File: src/rtl/uart_tx_peripheral_if.sv
// Peripheral-memory side of the UART transmitter: request bytes in, serial line and status out.
interface uart_tx_peripheral_if #(
  parameter int FIFO_DEPTH = 4
);
  logic [7:0]                  tx_data;
  logic [7:0]                  tx_seq;
  logic                        tx;
  logic [7:0]                  ack_seq;
  logic [7:0]                  status;
  logic [$clog2(FIFO_DEPTH):0] fifo_count;

  modport master (output tx_data, tx_seq, input tx, ack_seq, status, fifo_count);
  modport slave  (input tx_data, tx_seq, output tx, ack_seq, status, fifo_count);
endinterface

File: src/rtl/uart_tx_peripheral.sv
// Memory-mapped 8N1 UART transmitter: sequence-byte changes queue data bytes into a small FIFO,
// which a four-state FSM serialises back-to-back.
module uart_tx_peripheral #(
  parameter int CLKS_PER_BIT = 434,
  parameter int FIFO_DEPTH   = 4
) (
  input  logic                clock,
  input  logic                reset,
  uart_tx_peripheral_if.slave bus
);
  localparam int PTR_W  = $clog2(FIFO_DEPTH);
  localparam int CNT_W  = PTR_W + 1;
  localparam int BAUD_W = $clog2(CLKS_PER_BIT);

  typedef enum logic [1:0] {IDLE, START, DATA, STOP} state_t;

  state_t            state, state_next;
  logic [BAUD_W-1:0] baud, baud_next;
  logic [2:0]        bit_idx, bit_next;
  logic [7:0]        shift_p0, shift_next;
  logic [7:0]        fifo_mem [FIFO_DEPTH];
  logic [PTR_W-1:0]  wr_ptr, rd_ptr;
  logic [CNT_W-1:0]  count, count_next;
  logic [7:0]        last_seq, ack_seq;
  logic              overflow, tx_p0, busy_p0, full_p0;
  logic              req, push, pop, baud_end, tx_next;

  // Fullness is judged on the pre-edge count, so a same-edge pop never frees a slot.
  assign req        = (bus.tx_seq != last_seq);
  assign push       = req && (count != CNT_W'(FIFO_DEPTH));
  assign baud_end   = (baud == BAUD_W'(CLKS_PER_BIT - 1));
  assign count_next = count + CNT_W'(push) - CNT_W'(pop);

  always_comb begin
    state_next = state;
    baud_next  = baud;
    bit_next   = bit_idx;
    shift_next = shift_p0;
    pop        = 1'b0;
    unique case (state)
      IDLE: begin
        if (count != '0) begin
          pop        = 1'b1;
          shift_next = fifo_mem[rd_ptr];
          baud_next  = '0;
          bit_next   = '0;
          state_next = START;
        end
      end
      START: begin
        if (baud_end) begin
          baud_next  = '0;
          state_next = DATA;
        end else begin
          baud_next = baud + 1'b1;
        end
      end
      DATA: begin
        if (baud_end) begin
          baud_next  = '0;
          shift_next = {1'b0, shift_p0[7:1]};
          if (bit_idx == 3'd7) state_next = STOP;
          else                 bit_next   = bit_idx + 1'b1;
        end else begin
          baud_next = baud + 1'b1;
        end
      end
      STOP: begin
        if (baud_end) begin
          baud_next = '0;
          // Chain straight into the next start bit when more bytes are queued.
          if (count != '0) begin
            pop        = 1'b1;
            shift_next = fifo_mem[rd_ptr];
            bit_next   = '0;
            state_next = START;
          end else begin
            state_next = IDLE;
          end
        end else begin
          baud_next = baud + 1'b1;
        end
      end
      default: state_next = IDLE;
    endcase

    unique case (state_next)
      START:   tx_next = 1'b0;
      DATA:    tx_next = shift_next[0];
      default: tx_next = 1'b1;
    endcase
  end

  always_ff @(posedge clock) begin
    if (reset) begin
      state    <= IDLE;
      baud     <= '0;
      bit_idx  <= '0;
      wr_ptr   <= '0;
      rd_ptr   <= '0;
      count    <= '0;
      overflow <= 1'b0;
      last_seq <= bus.tx_seq;
      ack_seq  <= bus.tx_seq;
      tx_p0    <= 1'b1;
      busy_p0  <= 1'b0;
      full_p0  <= 1'b0;
    end else begin
      state   <= state_next;
      baud    <= baud_next;
      bit_idx <= bit_next;
      count   <= count_next;
      if (push)        wr_ptr   <= wr_ptr + 1'b1;
      if (pop)         rd_ptr   <= rd_ptr + 1'b1;
      if (req)         last_seq <= bus.tx_seq;
      if (push)        ack_seq  <= bus.tx_seq;
      if (req && !push) overflow <= 1'b1;
      tx_p0   <= tx_next;
      busy_p0 <= (state_next != IDLE) || (count_next != '0);
      full_p0 <= (count_next == CNT_W'(FIFO_DEPTH));
    end
  end

  // Datapath storage carries no reset; pointers and count define validity.
  always_ff @(posedge clock) begin
    shift_p0 <= shift_next;
    if (push) fifo_mem[wr_ptr] <= bus.tx_data;
  end

  assign bus.tx         = tx_p0;
  assign bus.ack_seq    = ack_seq;
  assign bus.status     = {5'b0, overflow, full_p0, busy_p0};
  assign bus.fifo_count = count;
endmodule

File: src/flat_wrapper.sv
// flat-port wrapper written by rule: the top's interface ports become plain ports
module uart_tx_peripheral_flat 
#(
  parameter int CLKS_PER_BIT = 434,
  parameter int FIFO_DEPTH   = 4
)
  (clock, reset, bus_tx_data, bus_tx_seq, bus_tx, bus_ack_seq, bus_status, bus_fifo_count);
  uart_tx_peripheral_if #(.FIFO_DEPTH(FIFO_DEPTH)) bus_i ();
  input  logic clock;
  input  logic reset;
  input wire logic [$bits(bus_i.tx_data)-1:0] bus_tx_data;
  input wire logic [$bits(bus_i.tx_seq)-1:0] bus_tx_seq;
  output wire logic [$bits(bus_i.tx)-1:0] bus_tx;
  output wire logic [$bits(bus_i.ack_seq)-1:0] bus_ack_seq;
  output wire logic [$bits(bus_i.status)-1:0] bus_status;
  output wire logic [$bits(bus_i.fifo_count)-1:0] bus_fifo_count;
  assign bus_i.tx_data = bus_tx_data;
  assign bus_i.tx_seq = bus_tx_seq;
  assign bus_tx = bus_i.tx;
  assign bus_ack_seq = bus_i.ack_seq;
  assign bus_status = bus_i.status;
  assign bus_fifo_count = bus_i.fifo_count;
  uart_tx_peripheral #(.CLKS_PER_BIT(CLKS_PER_BIT), .FIFO_DEPTH(FIFO_DEPTH)) u_core (.clock(clock), .reset(reset), .bus(bus_i));
endmodule
File: config.mk
export PLATFORM = sky130hd
export DESIGN_NAME = uart_tx_peripheral_flat
export DESIGN_NICKNAME = d
export VERILOG_FILES = /design/src/rtl/uart_tx_peripheral_if.sv /design/src/rtl/uart_tx_peripheral.sv /design/src/flat_wrapper.sv
export SDC_FILE = /design/constraint.sdc
export NUM_CORES = 1
export LEC_CHECK = 0
export BUFFER_PORTS_ARGS = -buffer_cell sky130_fd_sc_hd__buf_4
export CAP_MARGIN = 10
export CELL_PAD_IN_SITES_DETAIL_PLACEMENT = 0
export CELL_PAD_IN_SITES_GLOBAL_PLACEMENT = 1
export CORE_MARGIN = 1
export CORE_UTILIZATION = 51
export DETAILED_ROUTE_END_ITERATION = 12
export HOLD_SLACK_MARGIN = 0.15
export PLACE_DENSITY_LB_ADDON = 0.1
export SLEW_MARGIN = 20
export SYNTH_ARGS = -nofsm -noshare
export SYNTH_HDL_FRONTEND = slang
export SYNTH_SLANG_ARGS = --single-unit
File: constraint.sdc
create_clock -name clock -period 6.4 [get_ports clock]
set_clock_uncertainty 0.2 [all_clocks]
set_input_delay 1.6 -clock clock [delete_from_list [all_inputs] [get_ports clock]]
set_output_delay 1.6 -clock clock [all_outputs]
set_load 0.005 [all_outputs]
==> impl_results.md <==
* Total CTS buffers at 9
* DP Worst Slack at 2290 ps
* Metal-1 WL at 3010 um
* Vias in the first global route at 2214
* Fmax at 0.270 GHz
* Die Area at 0.00764 sq mm
* Unrepaired setup endpoints after global routing: no
* Routed wire length at 6370 um
* Fin crit period at 3700 ps
* Highest metal used: met4
* Worst r2r src: u_core.state[0]$_SDFF_PP0_
* WL per Instance at 15.2 um
* Clk_lat worst skew at 350 ps
* Logic pwr share at 0.324
* # DRC at 0
* Post_cts resized at 0
* Share of the synthesized area in the top cell type at 0.444
* H-tree levels at 3
* Internal power at 1.20 mW
* Synth area leader: edfxtp_1
* 1st-iter DRT viols at 65
* Worst slew pin tran at 1050 ps
* R2r setup slk at 3290 ps
* Worst-path clk slew at 90 ps
* Worst setup SP type: input pin
* Wire length on met2 at 3120 um
* I/O pins at 38
* Vias per cell at 5.34
* Worst hold start: u_core.shift_p0[0]$_DFF_P_
* Final hold vios at 0
* Cell area after synthesis at 0.00372 sq mm
* Synthesized area per cell at 13.1 sq um
* Setup violations, final at 0
* Tcrit/Tclk final at 0.578
* Cells after Synth at 285
* Initial antenna violation count at 0
* Slew headroom at 0.293
* Outcome: completed
* Via count at 2231
* Gp weighted congestion at 0.755
* CTS tree: yes
* DP HPWL at 4430 um
* GRT Total Usage at 0.191
* Largest net degree at the start of global routing at 27
* WHS Path Cells at 1
* First-pass GRT wire length at 10800 um
* Hold_buf cts at 0
* #FFs+latches synth at 83
* Max IR drop VDD at 0.000229 V
* Setup Total Neg Slack at 0 ps
* CTS Buffer Depth at 2
* Sequential fraction of the synthesis area at 0.594
* Row Count at 30
* Setup Crit Path Kind: input pin to flip-flop
* Synth warn at 0
* Clk pwr share at 0.218
* Final global-route overflow total at 0
* Reg power frac at 0.458
* Pwr/cell area at 426 mW/mm^2
* Most frequent cells in the layout: edfxtp_1 (55), buf_4 (34), dfxtp_1 (28)
* Hold WC Path Type: flip-flop to flip-flop
* Post-synth cell types at 53
* Commonest non-fill, non-tap cell in the layout: edfxtp_1
* Critical path data arrival time at 3770 ps
* Worst Hold Path EP: u_core.shift_p0[0]$_DFF_P_
* Crit Reg-Reg Endpoint: u_core.full_p0$_SDFF_PP0_
* Antenna-violating nets left at 0
* Max FO, Critical Path at 8
* Layout area overhead at 13.0%
* Root buffer cell: clkbuf_8
* P_sw at 0.592 mW
* Max-cap viol count at 0
* FILL cells at 568
* Core ar. at 0.00691 sq mm
* Worst EP required at 6480 ps
* Placed instance count at 402
* Synth Flop Type: edfxtp_1
* Post-route insts no fill at 418
* Die Width at 87.4 um
* R2R depth at 15
* Die H at 87.4 um
* Met3 WL at 169 um
* Crit. End Element: flip-flop
* Layout cells sized above 1 at 0.208
* Diodes inserted at 0
* Switching Share at 0.331
* Post-synth EDFFs at 55
* Port Buf Inserts at 32
* Post-CTS Setup Inserts at 0
* Post-synth ARST share at 0
* Nets at 351
* Initial Util at 0.539
* Post-route setup slack at 2700 ps
* Clk sinks at 83
* Fin. max-slew vios at 0
* TritonRoute pass-1 iters at 4
* Leak at 1.60 nW
* Main area contributors after synthesis: edfxtp_1 (44%), dfxtp_1 (15%), ha_1 (5.0%)
[layout make-up]
| type | count | area, sq um | area share |
|---|---|---|---|
| Timing Repair Buffer | 34 | 255 | 0.0607 |
| Inverter | 13 | 48.8 | 0.0116 |
| Multi-Input combinational cell | 176 | 1360 | 0.324 |
| Sequential cell | 83 | 2210 | 0.526 |
| Clock buffer | 9 | 124 | 0.0295 |
| Tap cell | 96 | 120 | 0.0286 |
| Clock inverter | 7 | 81.3 | 0.0193 |
[logic make-up (layout without fill, tap and decap cells)]
kind of cell / Yosys count / in the layout / share of synthesized area
xor+xnor: 13 / 13 / 0.0306
buf+inv: 30 / 63 / 0.0430
mux: 16 / 16 / 0.0699
flops: 83 / 83 / 0.594
compound gates: 46 / 46 / 0.0864
fa+ha+maj: 16 / 16 / 0.0558
simple gates: 80 / 80 / 0.119
other cells: 1 / 5 / 0.00101
[per-stage QoR]
stage,cell area (sq um),utilization,hold WS [ps],power [mW]
after floorplan,3740,-,238,1.25
after detailed placement,4000,0.579,254,1.42
after global placement,4000,0.579,246,1.41
after global routing,4210,0.609,292,1.92
after CTS,4210,0.609,275,1.81
final,4210,0.609,276,1.79
[per-layer routing]
| metal | up-vias | GRT usage |
|---|---|---|
| met5 | - | 0 |
| met4 | 0 | 0.0671 |
| met3 | 8 | 0.0512 |
| met2 | 36 | 0.308 |
| met1 | 1087 | 0.250 |
| li1 | 1100 | - |
[sequential cells by signal (all words and copies together) (netlist names), named ones only]
register,flops
u_core.baud,9
u_core.bit_idx,3
u_core.bus.ack_seq,8
u_core.bus.fifo_count,3
u_core.bus.tx,1
u_core.busy_p0,1
u_core.fifo_mem,32
u_core.full_p0,1
u_core.last_seq,8
u_core.overflow,1
u_core.rd_ptr,2
u_core.shift_p0,8
u_core.state,2
u_core.wr_ptr,2
[cell usage after synthesis (3+ instances only)]
| master | n |
|---|---|
| nor3b_1 | 4 |
| xnor2_1 | 3 |
| ha_1 | 15 |
| nand2_1 | 15 |
| o21ai_0 | 16 |
| mux4_2 | 8 |
| and2_1 | 7 |
| xor2_1 | 10 |
| nor2b_1 | 4 |
| buf_4 | 8 |
| a311oi_1 | 3 |
| clkbuf_1 | 5 |
| a41oi_1 | 3 |
| edfxtp_1 | 55 |
| and3_1 | 5 |
| nand3b_1 | 4 |
| a21oi_1 | 7 |
| mux2i_1 | 8 |
| nor2_1 | 23 |
| inv_1 | 13 |
| dfxtp_1 | 28 |
| nand3_1 | 3 |
[worst max-delay path, cell delays in order]
cell	delay [ps]
buf_4	120
xor2_1	130
nor4_1	470
a22oi_1	350
ha_1	290
inv_1	60
fa_1	410
nor2b_1	150
a41oi_1	180
[how the worst max path moves through the flow]
| stage | startpoint | endpoint | slack, ps |
|---|---|---|---|
| CTS | bus_tx_seq[7] | u_core.full_p0$_SDFF_PP0_ | 2690 |
| global placement | bus_tx_seq[7] | u_core.busy_p0$_SDFF_PP0_ | 2380 |
| global route | bus_tx_seq[7] | u_core.full_p0$_SDFF_PP0_ | 2350 |
| finish | bus_tx_seq[7] | u_core.busy_p0$_SDFF_PP0_ | 2700 |
| detailed placement | bus_tx_seq[3] | u_core.full_p0$_SDFF_PP0_ | 2290 |
| floorplan | bus_tx_seq[7] | u_core.busy_p0$_SDFF_PP0_ | 2700 |
[power by group through the flow]
stage | Combinational (mW) | Clock [mW] | Sequential [mW]
after global placement | 0.582 | 0 | 0.830
after detailed placement | 0.588 | 0 | 0.835
after floorplan | 0.455 | 0 | 0.796
after global routing | 0.654 | 0.420 | 0.842
after CTS | 0.590 | 0.401 | 0.823
final | 0.581 | 0.390 | 0.820
Power figures use the tool's default switching activity.
